[src/rtl/pipeline_hazard_controller.sv]
// Hazard and sequencing control for a 5-stage RISC-V pipeline: stage enables,
// flushes, EX operand forwarding selects, memory-wait freeze and stall counting.
module pipeline_hazard_controller #(
  parameter int REG_ADDR_W = 5,
  parameter int PERF_W     = 32
) (
  input  logic                  clk,
  input  logic                  rst_n,
  input  logic                  id_valid,
  input  logic [REG_ADDR_W-1:0] id_rs1,
  input  logic [REG_ADDR_W-1:0] id_rs2,
  input  logic                  id_uses_rs1,
  input  logic                  id_uses_rs2,
  input  logic [REG_ADDR_W-1:0] id_rd,
  input  logic                  id_ru_wr,
  input  logic                  id_is_load,
  input  logic                  ex_br_taken,
  input  logic                  dm_req,
  input  logic                  dm_ready,
  output logic                  pc_en,
  output logic                  if_id_en,
  output logic                  if_id_flush,
  output logic                  id_ex_en,
  output logic                  id_ex_flush,
  output logic                  ex_mem_en,
  output logic                  mem_wb_en,
  output logic [1:0]            fwd_a,
  output logic [1:0]            fwd_b,
  output logic [PERF_W-1:0]     stall_cycles
);

  typedef struct packed {
    logic                  valid;
    logic [REG_ADDR_W-1:0] rd;
    logic                  ru_wr;
    logic                  is_load;
  } stg_t;

  typedef enum logic {RUN, MEM_WAIT} state_t;

  state_t                r_state, w_state_nxt;
  stg_t                  r_ex, r_mem, r_wb;
  logic [REG_ADDR_W-1:0] r_ex_rs1, r_ex_rs2;
  logic                  r_ex_use1, r_ex_use2;
  logic [PERF_W-1:0]     r_stall;
  logic                  w_freeze, w_ld_hit, w_id_wr;

  always_ff @(posedge clk or negedge rst_n) begin
    if (!rst_n) r_state <= RUN;
    else        r_state <= w_state_nxt;
  end

  // The release cycle of MEM_WAIT still freezes; advance happens on the next edge.
  always_comb begin
    w_state_nxt = r_state;
    w_freeze    = 1'b0;
    case (r_state)
      RUN: begin
        if (dm_req && !dm_ready) begin
          w_state_nxt = MEM_WAIT;
          w_freeze    = 1'b1;
        end
      end
      MEM_WAIT: begin
        w_freeze = 1'b1;
        if (dm_ready) w_state_nxt = RUN;
      end
      default: w_state_nxt = RUN;
    endcase
  end

  assign w_ld_hit = r_ex.valid && r_ex.is_load && r_ex.ru_wr && (r_ex.rd != '0) &&
                    ((id_uses_rs1 && (id_rs1 == r_ex.rd)) ||
                     (id_uses_rs2 && (id_rs2 == r_ex.rd)));

  always_comb begin
    pc_en       = 1'b1;
    if_id_en    = 1'b1;
    if_id_flush = 1'b0;
    id_ex_en    = 1'b1;
    id_ex_flush = 1'b0;
    ex_mem_en   = 1'b1;
    mem_wb_en   = 1'b1;
    if (w_freeze) begin
      pc_en     = 1'b0;
      if_id_en  = 1'b0;
      id_ex_en  = 1'b0;
      ex_mem_en = 1'b0;
      mem_wb_en = 1'b0;
    end else if (ex_br_taken) begin
      if_id_flush = 1'b1;
      id_ex_flush = 1'b1;
    end else if (id_valid && w_ld_hit) begin
      pc_en       = 1'b0;
      if_id_en    = 1'b0;
      id_ex_flush = 1'b1;
    end
  end

  // Writes to x0 are dropped at capture so nothing downstream ever matches on x0.
  assign w_id_wr = id_valid && id_ru_wr && (id_rd != '0);

  always_ff @(posedge clk or negedge rst_n) begin
    if (!rst_n) begin
      r_ex      <= '0;
      r_mem     <= '0;
      r_wb      <= '0;
      r_ex_rs1  <= '0;
      r_ex_rs2  <= '0;
      r_ex_use1 <= 1'b0;
      r_ex_use2 <= 1'b0;
    end else if (!w_freeze) begin
      if (id_ex_flush) begin
        r_ex      <= '0;
        r_ex_rs1  <= '0;
        r_ex_rs2  <= '0;
        r_ex_use1 <= 1'b0;
        r_ex_use2 <= 1'b0;
      end else begin
        r_ex      <= '{valid: id_valid, rd: id_rd, ru_wr: w_id_wr,
                       is_load: id_valid && id_is_load};
        r_ex_rs1  <= id_rs1;
        r_ex_rs2  <= id_rs2;
        r_ex_use1 <= id_valid && id_uses_rs1;
        r_ex_use2 <= id_valid && id_uses_rs2;
      end
      r_mem <= r_ex;
      r_wb  <= r_mem;
    end
  end

  // MEM wins over WB; a load still in MEM has no data to forward yet.
  function automatic logic [1:0] fwd_sel(input logic [REG_ADDR_W-1:0] rs);
    logic [1:0] sel;
    sel = 2'b00;
    if (rs != '0) begin
      if (r_mem.ru_wr && !r_mem.is_load && (r_mem.rd == rs)) sel = 2'b10;
      else if (r_wb.ru_wr && (r_wb.rd == rs))                 sel = 2'b01;
    end
    return sel;
  endfunction

  assign fwd_a = fwd_sel(r_ex_rs1);
  assign fwd_b = fwd_sel(r_ex_rs2);

  always_ff @(posedge clk or negedge rst_n) begin
    if (!rst_n)                      r_stall <= '0;
    else if (!pc_en && r_stall != '1) r_stall <= r_stall + 1'b1;
  end

  assign stall_cycles = r_stall;

endmodule

[config.mk]
export PLATFORM = sky130hd
export DESIGN_NAME = pipeline_hazard_controller
export DESIGN_NICKNAME = d
export VERILOG_FILES = /design/src/rtl/pipeline_hazard_controller.sv
export SDC_FILE = /design/constraint.sdc
export NUM_CORES = 1
export LEC_CHECK = 0
export ABC_AREA = 1
export CORE_ASPECT_RATIO = 1.75
export CORE_MARGIN = 5
export CORE_UTILIZATION = 54
export CTS_CLUSTER_SIZE = 28
export DETAILED_ROUTE_END_ITERATION = 6
export PLACE_DENSITY = 0.81
export SYNTH_ARGS = -nofsm -noshare
export SYNTH_HDL_FRONTEND = slang
export SYNTH_SLANG_ARGS = --single-unit
[constraint.sdc]
create_clock -name clk -period 3.13 [get_ports clk]
set_clock_uncertainty 0.15 [all_clocks]
set_input_delay 0.939 -clock clk [delete_from_list [all_inputs] [get_ports clk]]
set_output_delay 0.939 -clock clk [all_outputs]
set_load 0.005 [all_outputs]
==> key figures <==
Pwr
  – Switching power: 0.740 mW
  – Pwr per Cell Area: 485 nW/um^2
  – Net Sw Frac: 29.1%
  – Clock share of power: between 40% and 50%
  – Total power: approximately 2.5 mW
  – Comb pwr share: 20.1%
  – Flop pwr share: between 30% and 40%
  – Cell Int Power: 1.80 mW
  – Leakage: about 2.6 nW
  – VDD IR max: 0.403 mV

Setup path
  – Reg-to-reg critical path endpoint: stall_cycles[13]$_DFFE_PN0P_
  – CP Cell Sequence: xor2_1 > nor4_2 > nor2b_1 > clkdlybuf4s50_1
  – Critical path startpoint category: flop
  – Max Fanout on Critical Path: 4
  – Crit path capture type: primary output
  – Reg2Reg Setup Slack: approximately 0.8 ns
  – Cell family with most CP delay: buffers and inverters
  – Crit path kind: reg2out
  – Crit-path max cell delay: 0.51 ns
  – Critical Path RT: 2.04 ns
  – Reg2Reg Depth: 13
  – Worst R2R Start: r_ex[5]$_DFFE_PN0P_
  – CP max-delay cell: clkdlybuf4s50_1
  – Buf+Inv Stages, Crit Path: 1
  – Worst EP arrival: 1.99 ns

Placement
  – DPL Wire Length: 8720 um
  – Cells after DPL: 711
  – Routability-driven placement congestion ratio: 1.05
  – Port bufs: 67

Layout
  – Most common cell after layout, fill and taps aside: nand2_1
  – Share of cells above drive strength 1: 15.1%
  – Synth-to-layout area growth: 31.6%
  – Commonest non-fill, non-tap cells in the layout: nand2_1, dfrtp_1, inv_1, nor2_1, clkdlybuf4s50_1
  – Fillers: about 580
  – Area occupied by multi-input gates: just over 2000 um^2
  – N_diodes: 0
  – Reg area: 1600 um^2
  – Final cell count without fillers: 736
  – Layout Nets: 671

STA
  – RSZ-0062 raised after global routing: true
  – Fmax: 0.325 GHz
  – Rel. slew slack: 68.8%
  – Worst slew pin tran: between 0.4 and 0.5 ns
  – Final slew viol count: 0
  – Final hold vios: 0
  – Ratio of final minimum period to clock period: 98.2%
  – Tmin final: 3.07 ns
  – Final setup vio count: 0

Global route
  – Vias in the first global route: 4,090
  – First-pass GRT wire length: 19,800 um
  – Largest net degree at the start of global routing: 65
  – Initial antenna violation count: 0
  – All-Layer GR Usage: 28.7%
  – Grt ovf: 0

Hold path
  – Hold Crit Depth: 2
  – Hold path start: r_ex[7]$_DFFE_PN0P_
  – Hold Path End: r_ex[7]$_DFFE_PN0P_
  – Hold WC Path Type: reg2reg

Synth
  – Post-Syn Instances: ~550
  – Netlist cell types: 36
  – Net Count, Synth: 580
  – Netlist Area Pre-Place: 3980 um^2
  – Sequential area share after synthesis: 40.2%
  – Synth Register Bits: 64
  – Post-synth EDFFs: 0
  – Main synth FF type: dfrtp_1
  – FFs w/ async S/R, synth: 100%
  – Syn Area/Cell: 7.19 um^2
  – Area contributors post-synth: dfrtp_1, nand2_1, inv_1, nand3_1, nor2_1
  – Top cell type by total area after synthesis: dfrtp_1
  – Yosys warnings: 0
  – Post-synth top area share: between 40% and 50%

Routing
  – Vias per cell: 5.49
  – Drt first pass iters: 5
  – Detail Route Antenna Nets: 0
  – Residual DRC: 0
  – Avg WL per Cell: 16.3 um
  – Initial drt markers: 266
  – DR vias: 4,041
  – Routed WL: 12,000 um

Clock network
  – Max Root-Sink Buffers: 2
  – Clock root buffer: clkbuf_16
  – CTS tree: done
  – Clk slew on worst S/H paths: 0.05 ns
  – Post-cts hold buffer count: 0
  – CTS buffer count: 9
  – TritonCTS Sinks: 64
  – Skew-Pair Late Insertion Delay: 0.33 ns
  – H-tree lvl count: 3

Flow run
  – Max-cap violations: 0

Die
  – Die Height: approximately 120 um
  – Starting Density: 55.1%
  – Core area: 7230 um^2
  – Row count: 41
  – Num ports: 68
  – Die Width: around 75 um
  – Die area: 9260 um^2

Outcome
  – Outcome: complete, no violations
[metrics by stage]
stage | instance area, um^2 | utilization (%) | setup TNS, ns | hold WS [ns] | setup WS, ns
CTS | 5200 | 71.9 | 0 | 0.352 | 0.00218
finish | 5240 | 72.5 | 0 | 0.358 | 0.0558
detailed placement | 4830 | 66.8 | -5.20 | 0.339 | -0.654
floorplan | 3980 | - | 0 | 0.303 | 0.0638
global route | 5240 | 72.5 | -0.0579 | 0.377 | -0.0309
global placement | 4830 | 66.8 | -4.56 | 0.326 | -0.651
[tightest hold or removal path: cells and delay by family (launching register included)]
family	cells	cell delay [ns]
and+or+nand+nor	1	0.05
AOI/OAI and AO/OA	1	0.07
DFF	1	0.35
[sequential cells by signal, summed over array words and instances, names as in the netlist]
signal        cells
r_ex_rs1          5
r_wb              6
stall_cycles     32
r_ex_rs2          5
r_ex              8
r_state           1
r_mem             7
[worst max path at each step]
stage | from | end | slack [ns] | cells past startpoint
5_1_grt | id_rs1[4] | id_ex_flush | -0.03 | 12
2_1_floorplan | dm_req | pc_en | 0.06 | 7
4_1_cts | dm_ready | id_ex_en | 0.002 | 5
6_report | r_mem[6]$_DFFE_PN0P_ | fwd_b[1] | 0.06 | 4
3_3_place_gp | id_rs2[4] | id_ex_flush | -0.65 | 12
3_5_place_dp | id_rs1[4] | id_ex_flush | -0.65 | 12
[per-layer routing]
metal	GRT usage, %	share of wire [%]	wire [um]
met1	31.4	34	4130
met5	0	0	0
met2	50.7	55	6570
met3	5.09	4.9	590
met4	15.8	6.0	723
[cell usage after synthesis, types with 2 or more instances]
master / count
nand3_2: 12
clkbuf_1: 3
nand3_1: 42
a211oi_1: 2
a221oi_1: 4
nand2_4: 2
nor4_1: 2
xor2_1: 21
dfrtp_1: 64
buf_2: 4
buf_6: 2
nand2_1: 195
o22ai_1: 19
inv_1: 65
nor3_1: 10
a21oi_1: 3
nand4_1: 4
buf_4: 7
xnor2_1: 6
o21ai_0: 15
nand3_4: 2
inv_2: 7
nor2_1: 50
[area by class of cell]
type / count / share of cell area (%)
clock inverter: 2 / 0.716
clock buffer: 14 / 5.04
multi-input combinational: 401 / 39.5
timing repair buffer: 97 / 17.0
tap: 86 / 2.05
inverter: 72 / 5.16
sequential: 64 / 30.5
[cells by family (layout without fill, tap and decap cells)]
kind of cell               Yosys count  in the layout  share of synthesized area, %
xor gates and xnor gates            27             27                          5.94
DFF                                 64             64                          40.2
adders and majority gates            1              1                         0.314
buffers and inverters               89            185                          9.55
AOI/OAI and AO/OA                   46             46                          7.07
and+or+nand+nor                    327            327                          36.9
[power groups by stage]
stage               combinational [mW]  clock, mW  sequential [mW]
CTS                              0.497       1.03             1.01
floorplan                        0.265          0             1.00
finish                           0.510       1.02             1.01
global placement                 0.471          0             1.02
global route                     0.571       1.07             1.03
detailed placement               0.478          0             1.03
[timing repair]
action / in CTS / in global routing
pin swaps: 16 / 12
buffers inserted: 6 / 3
setup endpoints to repair: 9 / 9
gates resized for setup: 55 / 15
Power figures use the tool's default switching activity.
